## src/rtl/uart_pkg.sv

```systemverilog
// Shared UART definitions: parity encodings, transmitter state encoding and
// elaboration-time helpers for baud divisor and counter width.
package uart_pkg;

  localparam int PAR_NONE = 0;
  localparam int PAR_ODD  = 1;
  localparam int PAR_EVEN = 2;

  typedef enum logic [2:0] {
    ST_IDLE   = 3'd0,
    ST_START  = 3'd1,
    ST_DATA   = 3'd2,
    ST_PARITY = 3'd3,
    ST_STOP   = 3'd4
  } tx_state_e;

  // Clock cycles per bit, rounded to nearest; 0 flags an unusable baud rate.
  function automatic int calc_div(input int clk_freq, input int baud);
    if (baud <= 0) return 0;
    return (clk_freq + baud / 2) / baud;
  endfunction

  // Ceiling log2, never below 1 so a counter always has at least one bit.
  function automatic int clog2(input int value);
    int r;
    r = 0;
    while ((1 << r) < value) r++;
    return (r < 1) ? 1 : r;
  endfunction

endpackage

```

## src/rtl/uart_baud_cnt.sv

```systemverilog
// Bit-period counter: counts 0..DIV-1 while enabled and flags the last cycle.
// PRELOAD lets a receiver start mid-bit for centre sampling.
module uart_baud_cnt
  import uart_pkg::*;
#(
  parameter int DIV     = 2813,
  parameter int PRELOAD = 0
) (
  input  logic clk,
  input  logic rst,
  input  logic en,
  input  logic clr,
  output logic bit_end
);

  localparam int CW = clog2(DIV);

  if (DIV < 2 || PRELOAD < 0 || PRELOAD >= DIV) begin : g_param_err
    $error("uart_baud_cnt: DIV must be >= 2 and 0 <= PRELOAD < DIV");
  end

  logic [CW-1:0] cnt_q;

  assign bit_end = en && (cnt_q == CW'(DIV - 1));

  // NOTE: sequential state is always assigned with <= so every register
  // samples the pre-edge values of its neighbours, avoiding sim/synth races.
  always_ff @(posedge clk) begin
    if (rst) begin
      cnt_q <= '0;
    end else if (clr) begin
      cnt_q <= CW'(PRELOAD);
    end else if (en) begin
      cnt_q <= bit_end ? '0 : cnt_q + 1'b1;
    end
  end

endmodule

```

## src/rtl/uart_tx_cfg.sv

```systemverilog
// Configurable UART transmitter: DATA_BITS payload, optional odd/even parity,
// 1-2 stop bits, valid/ready input and a frame-gated baud counter.
module uart_tx_cfg
  import uart_pkg::*;
#(
  parameter int CLK_FREQ  = 27000000,
  parameter int BAUD      = 9600,
  parameter int DATA_BITS = 8,
  parameter int PARITY    = PAR_NONE,
  parameter int STOP_BITS = 1,
  parameter int DIV       = calc_div(CLK_FREQ, BAUD)
) (
  input  logic                 clk,
  input  logic                 rst,
  input  logic [DATA_BITS-1:0] tx_data,
  input  logic                 tx_valid,
  output logic                 tx_ready,
  output logic                 txd,
  output logic                 busy
);

  localparam int IDX_W = 4;

  if (DIV < 2 || DATA_BITS < 5 || DATA_BITS > 9 ||
      PARITY < PAR_NONE || PARITY > PAR_EVEN ||
      STOP_BITS < 1 || STOP_BITS > 2) begin : g_param_err
    $error("uart_tx_cfg: parameter out of range");
  end

  tx_state_e            state_q, state_d;
  logic [DATA_BITS-1:0] shift_q, shift_d;
  logic [DATA_BITS-1:0] data_q, data_d;
  logic [IDX_W-1:0]     idx_q, idx_d;
  logic                 txd_q, txd_d;
  logic                 par_d;
  logic                 accept;
  logic                 bit_end;

  // Ready and busy are pure state decodes, so tx_valid never reaches tx_ready.
  assign tx_ready = (state_q == ST_IDLE);
  assign busy     = (state_q != ST_IDLE);
  assign accept   = tx_ready && tx_valid;
  assign txd      = txd_q;

  uart_baud_cnt #(
    .DIV     (DIV),
    .PRELOAD (0)
  ) u_baud_cnt (
    .clk     (clk),
    .rst     (rst),
    .en      (busy),
    .clr     (accept),
    .bit_end (bit_end)
  );

  // NOTE: every signal written here gets a default first; a path that leaves
  // one unassigned would infer a latch.
  always_comb begin
    state_d = state_q;
    shift_d = shift_q;
    data_d  = data_q;
    idx_d   = idx_q;

    case (state_q)
      ST_IDLE: begin
        if (accept) begin
          state_d = ST_START;
          shift_d = tx_data;
          data_d  = tx_data;
          idx_d   = '0;
        end
      end
      ST_START: begin
        if (bit_end) begin
          state_d = ST_DATA;
          idx_d   = '0;
        end
      end
      ST_DATA: begin
        if (bit_end) begin
          shift_d = shift_q >> 1;
          if (idx_q == IDX_W'(DATA_BITS - 1)) begin
            idx_d   = '0;
            state_d = (PARITY != PAR_NONE) ? ST_PARITY : ST_STOP;
          end else begin
            idx_d = idx_q + 1'b1;
          end
        end
      end
      ST_PARITY: begin
        if (bit_end) begin
          state_d = ST_STOP;
          idx_d   = '0;
        end
      end
      ST_STOP: begin
        if (bit_end) begin
          if (idx_q == IDX_W'(STOP_BITS - 1)) state_d = ST_IDLE;
          else                                idx_d   = idx_q + 1'b1;
        end
      end
      default: state_d = ST_IDLE;
    endcase
  end

  // The line level is decoded from the next state so txd can be a flop that
  // changes on exactly the same edge as the state.
  always_comb begin
    par_d = (^data_d) ^ (PARITY == PAR_ODD);
    case (state_d)
      ST_START:  txd_d = 1'b0;
      ST_DATA:   txd_d = shift_d[0];
      ST_PARITY: txd_d = par_d;
      default:   txd_d = 1'b1;
    endcase
  end

  always_ff @(posedge clk) begin
    if (rst) begin
      state_q <= ST_IDLE;
      shift_q <= '0;
      data_q  <= '0;
      idx_q   <= '0;
      txd_q   <= 1'b1;
    end else begin
      state_q <= state_d;
      shift_q <= shift_d;
      data_q  <= data_d;
      idx_q   <= idx_d;
      txd_q   <= txd_d;
    end
  end

endmodule

```

## config.mk

```make
export PLATFORM = sky130hd
export DESIGN_NAME = uart_tx_cfg
export DESIGN_NICKNAME = d
export VERILOG_FILES = /design/src/rtl/uart_pkg.sv /design/src/rtl/uart_baud_cnt.sv /design/src/rtl/uart_tx_cfg.sv
export SDC_FILE = /design/constraint.sdc
export NUM_CORES = 1
export LEC_CHECK = 0
export ABC_AREA = 1
export CAP_MARGIN = 20
export CORE_ASPECT_RATIO = 1.75
export CORE_MARGIN = 4
export CORE_UTILIZATION = 55
export DETAILED_ROUTE_END_ITERATION = 6
export PLACE_DENSITY = 0.75
export SLEW_MARGIN = 5
export SYNTH_ARGS = -nofsm -noshare
export SYNTH_HDL_FRONTEND = slang
export SYNTH_HIERARCHICAL = 1
export SYNTH_SLANG_ARGS = --single-unit
export TNS_END_PERCENT = 30
```

## constraint.sdc

```tcl
create_clock -name clk -period 2.5 [get_ports clk]
set_input_delay 0.25 -clock clk [delete_from_list [all_inputs] [get_ports clk]]
set_output_delay 0.25 -clock clk [all_outputs]
set_load 0.02 [all_outputs]
```

==> flow_summary.yaml, run 1 <==
timing:
  min_period_ns: 2.21
  relSlewSlack: 0.513
  max_clock_freq_ghz: 0.453
  clock_skew_ns: 0.00580
  period_share: 0.883
  finalSetupViolations: 0
  rsz0062_at_grt: "false"
  drv_slew: 0
  final.setup.worst_slack_ns: 0.292
  tightest_slew_ns: 0.728
  hold_slack_ns: 0.481
  hold_viol: 0
  finalSetupTns_ns: 0
placement:
  placed_cells: 357
  gp_congestion: 0.851
  dp_hpwl_mm: 3.41
  dp_slack_ns: 0.183
  io_buffers: 13
clock_network:
  cts.clk_slew.worst_paths_ns: 0.07
  cts_hold_buffers: 0
  tritoncts: "built"
  clock_path_buffers: 2
  cts_root_buf: "clkbuf_8"
  tritoncts.num_buffers: 5
  cts.sinks: 36
  clk_latency_ns: 0.29
  htree_levels: 2
critical_path:
  cp.required_ns: 2.67
  crit_type: "reg2reg"
  worst-r2r-cell-count: 12
  cp-endpoint: "idx_q[3]"
  crit_arrival_ns: 2.38
  endpoint_kind: "flop"
  worst_r2r_endpoint: "idx_q[3]"
  crit_path_max_fanout: 7
  timing.rr.start: "state_q[0]"
  rrSetupSlack_ns: 0.29
  startpoint: "state_q[0]"
  startpoint_type: "flop"
die:
  initial_core_util: 0.568
  ioPinCount: 14
  row_count: 29
  die_h_um: 88.6
  coreArea_sq_um: 3590
  die-area_sq_um: 4780
  die_w_um: 54.0
route:
  post_drt_wl_per_cell_um: 12.1
  routed-via-count: 1887
  ant_nets: 0
  drtPass1Iterations: 4
  drc: 0
  first_iter_violations: 63
  vias_per_cell: 5.17
  wl_mm: 4.43
power:
  leakage_uw: 0.00101
  ir_worst_vdd_uv: 464
  switchingPower_uw: 357
  p_clk_frac: 0.351
  power_frac_comb: 0.172
  seqPwrFrac: 0.477
  intPower_uw: 925
  p_per_area_nw_per_um2: 557
  switching_share: 0.279
final_layout:
  num_antenna_cells: 0
  nets: 334
  layout_common_cells: "nand2_1 (93), nor2_1 (37), inv_1 (36), dfxtp_1 (36), nand3_1 (23)"
  area_growth_pct: 12.9
  multi_input_area_sq_um: 1120
  final_common_cell: "nand2_1"
  num-fill-cells: 347
  drive_gt1_frac: 0.125
  layout.cells.non_filler: 365
  regArea_sq_um: 721
grt:
  overflow: 0
  grt_pass1_vias: 1820
  grt_use_met1: 0.206
  met2_usage: 0.417
  top_usage_layer: "met2"
  grt_max_degree: 22
  grt_first_pass_wirelength_mm: 7.65
  antenna_found_initial: 0
  met3_usage: 0.0489
  grt_usage: 0.217
synth:
  synthDominantCellAreaShare: 0.353
  yosysSeqAreaShare: 0.353
  netlist_instances: 301
  yosysTopAreaCell: "dfxtp_1"
  avgSynthCellArea_sq_um: 6.78
  synthTopCellsByArea: "dfxtp_1 (35%), nand2_1 (17%), nor2_1 (6.8%)"
  syn_area_sq_um: 2040
  synth_cell_type_count: 34
  synth_warnings: 6
  ys_ff_latch: 36
  syn_nets: 316
outcome:
  outcome: "completed"
job:
  cap_viol_max_count: 0
hold_path:
  holdCritPathClass: "reg2reg"
## synthesized netlist by cell type, drive strengths merged
| library cell | count |
|---|---|
| xor2 | 3 |
| buf | 4 |
| a21oi | 8 |
| or2 | 2 |
| xnor2 | 1 |
| a211oi | 3 |
| and3 | 1 |
| ha | 4 |
| nand3b | 3 |
| dfxtp | 36 |
| nand3 | 25 |
| clkbuf | 2 |
| nor3b | 1 |
| nor3 | 3 |
| inv | 39 |
| o211ai | 1 |
| o21bai | 3 |
| nand4 | 2 |
| a31oi | 6 |
| o21ai | 6 |
| nor2 | 46 |
| nand2 | 102 |
## area by class of cell
cell class	count	area share
tap	46	0.0250
clock buffer	7	0.0418
inverter	39	0.0636
timing repair buffer	17	0.0696
multi-input combinational	220	0.487
sequential	36	0.313
## power by group through the flow
stage | Combinational (uW) | Sequential (uW) | Clock, uW
after global routing | 249 | 614 | 487
after CTS | 222 | 612 | 461
final | 220 | 612 | 450
after detailed placement | 221 | 625 | 0
after floorplan | 161 | 623 | 0
after global placement | 217 | 624 | 0
## worst max-delay path, cell delays in order (launching register included)
cell and delay [ns]:
dfxtp_1 0.43, nor2_4 0.06, inv_2 0.09, nor2_1 0.05
inv_1 0.13, nand2_1 0.07, nor2_1 0.15, and3_2 0.27
nand2_1 0.15, a21oi_1 0.17, nand2_1 0.16, o21ai_1 0.28
nor3b_2 0.08
## worst min-delay path by stage
stage                           from          to  cells after the start
final                     shift_q[7]  shift_q[7]                      2
after detailed placement  shift_q[7]  shift_q[7]                      2
after global routing      shift_q[1]  shift_q[1]                      2
after CTS                 shift_q[7]  shift_q[7]                      2
after floorplan                  rst  state_q[2]                      3
after global placement    shift_q[2]  shift_q[2]                      2
## what timing repair did
item                       CTS  global route
gates resized for setup      0             1
setup endpoints to repair    0             4
buffers inserted             0             1
## metal layers
layer  vias to the layer above  routed length (um)
met5                         -                   0
met4                         0                 125
met3                        12                 173
met2                        37                2500
met1                       864                1630
li1                        974                   -
## stage by stage
step,cell area (sq um),power [uW],util
2_1_floorplan,2040,784,-
3_3_place_gp,2200,841,0.612
3_5_place_dp,2200,846,0.612
4_1_cts,2290,1290,0.638
5_1_grt,2300,1350,0.641
6_report,2300,1280,0.641
## state kept, by name, summed over array words and instances, names as in the netlist
register,count
u_baud_cnt/cnt_q,12
data_q,8
shift_q,8
idx_q,4
state_q,3
txd,1
## cells by family (layout without fill, tap and decap cells)
logic type               after synthesis  after routing  share of synthesized area
AO/OA/AOI/OAI                         27             27                     0.0828
XOR/XNOR                               4              4                     0.0172
buffers and inverters                 45             63                     0.0975
AND/OR/NAND/NOR                      185            185                      0.425
adder cells (fa/ha/maj)                4              4                     0.0245
flip-flops                            36             36                      0.353
(Power assumes the default switching activity.)
==> run 2, diff against run 1 <==
- CORE_ASPECT_RATIO: 1.75 -> unset
==> run 2 against run 1 <==
Net effect:
- setup slack gained 0.021 ns
- final area down 0.27%
- wire length down 10%
- combinational power is essentially flat
- maximum frequency up 0.94%
- clock power down 7.3%
- flip-flop and latch count is the same
- critical path depth increased by 2
- clock skew rose by 0.0012 ns
- sequential power barely moved
- cell count is 0.27% higher
- hold slack got worse by 0.015 ns
==> flow_summary.yaml, run 2 (synthesis gave the netlist of run 1 again) <==
final_layout:
  final_area_sq_um: 2300
  area_growth_pct: 12.6
  num_antenna_cells: 0
  num-fill-cells: 316
  multi_input_area_sq_um: 1120
  top_regs: "u_baud_cnt/cnt_q (12), data_q (8), shift_q (8)"
  drive_gt1_frac: 0.122
  largest-register: "u_baud_cnt/cnt_q"
  nets: 334
  largest_register_ffs: 12
  regArea_sq_um: 721
  layout.cells.non_filler: 366
  layout_common_cells: "nand2_1 (93), nor2_1 (37), inv_1 (36), dfxtp_1 (36), nand3_1 (23)"
  final_common_cell: "nand2_1"
die:
  initial_core_util: 0.588
  ioPinCount: 14
  row_count: 21
  coreArea_sq_um: 3470
  die-area_sq_um: 4750
  die_h_um: 68.9
  die_w_um: 68.9
hold_path:
  holdCritPathClass: "reg2reg"
  min_path_cells: 2
critical_path:
  cp_num_buf_inv: 2
  cpPeakStageDelay_ns: 0.43
  cp.depth: 14
  crit_arrival_ns: 2.37
  cp.required_ns: 2.68
  crit_path_max_fanout: 9
  critPathSlowestCell: "dfxtp_1"
  critPathTopFamily: "simple AND/OR/NAND/NOR gates"
  endpoint_kind: "flop"
  startpoint_type: "flop"
  worst-r2r-cell-count: 14
  crit_type: "reg2reg"
  cp_cell_sequence: "nor2_4 -> inv_2 -> nor2_1 -> inv_1 -> nand2_1 -> nor2_1 -> and3_2 -> nand2_1 -> nor2_4 -> nor2_1 -> o21ai_1 -> nand3_1 -> a211oi_1 -> nand2_1"
clock_network:
  cts.clk_slew.worst_paths_ns: 0.07
  tritoncts.num_buffers: 5
  cts_root_buf: "clkbuf_8"
  cts_hold_buffers: 0
  tritoncts: "built"
  clock_path_buffers: 2
  htree_levels: 2
  clk_latency_ns: 0.29
  cts.sinks: 36
  post_cts_buffers: 0
power:
  ir_worst_vdd_uv: 399
  power_uw: 1250
  p_per_area_nw_per_um2: 543
  leakage_uw: 0.00100
grt:
  met3_usage: 0.0502
  met2_usage: 0.306
  grt_use_met1: 0.244
  top_usage_layer: "met2"
  overflow: 0
  grt_first_pass_wirelength_mm: 6.84
  grt_max_degree: 22
  antenna_found_initial: 0
  grt_usage: 0.192
  grt_pass1_vias: 1623
timing:
  finalSetupTns_ns: 0
  tightest_slew_ns: 0.699
  clock_skew_ns: 0.00704
  rsz0062_at_grt: "false"
  min_period_ns: 2.19
  relSlewSlack: 0.532
  max_clock_freq_ghz: 0.457
  period_share: 0.875
  drv_slew: 0
  hold_slack_ns: 0.466
  hold_viol: 0
  finalSetupViolations: 0
route:
  post_drt_wl_per_cell_um: 10.9
  first_iter_violations: 166
  vias_per_cell: 5.02
  ant_nets: 0
  drtPass1Iterations: 4
  wl_mm: 3.98
  routed-via-count: 1837
  drc: 0
placement:
  gp_congestion: 0.873
  placed_cells: 358
  placed_area_sq_um: 2200
  io_buffers: 13
  dp_hpwl_mm: 2.99
job:
  cap_viol_max_count: 0
outcome:
  outcome: "completed"
## run 2: cell count changes in the layout (fill, tap and decap cells not counted)
cell and delta:
clkbuf_1 +2, clkbuf_8 -1
## run 2: layer usage
metal,vias up,part of all wire,routed length (um)
met5,-,0,0
met4,0,0.020,81
met3,9,0.056,222
met2,48,0.45,1790
met1,803,0.48,1890
li1,977,-,-
## run 2: where the power goes
group	internal (uW)	leakage (uW)	switching [uW]
registers	598	0.000294	13.0
clock network	224	0.0000455	192
logic	83.1	0.000666	135
## run 2: cell type report
type | count | share of cell area
multi-input cells | 220 | 0.488
flip-flops and latches | 36 | 0.314
repair buffers | 17 | 0.0698
inverters | 39 | 0.0638
clock buffers | 8 | 0.0392
well taps | 46 | 0.0251
## run 2: worst paths after layout
path / start / end / slack [ns]
max: state_q[0] / txd / 0.31
min: shift_q[7] / shift_q[7] / 0.47
max reg2reg: state_q[0] / txd / 0.31
min reg2reg: shift_q[7] / shift_q[7] / 0.47
## run 2: timing repair
action                     CTS  global route
resized for setup            0             1
hold endpoints to repair     0             0
setup endpoints to repair    0             1
## run 2: worst register-to-register path: cells and delay by family, from the launching register on
kind	cells	cell delay, ns
and+or+nand+nor	10	1.21
DFF	1	0.43
AOI/OAI and AO/OA	2	0.31
buffers and inverters	2	0.15
## run 2: stage by stage
step | worst slack, ns | utilization
floorplan | 0.122 | -
global placement | 0.357 | 0.636
detailed placement | 0.249 | 0.636
CTS | 0.240 | 0.662
global route | 0.0734 | 0.662
finish | 0.313 | 0.662
==> run 3, diff against run 2 <==
- HOLD_SLACK_MARGIN: unset -> 0.08
==> results of run 3 <==
No change in the layout: final DEF, timing and power equal those of run 2.
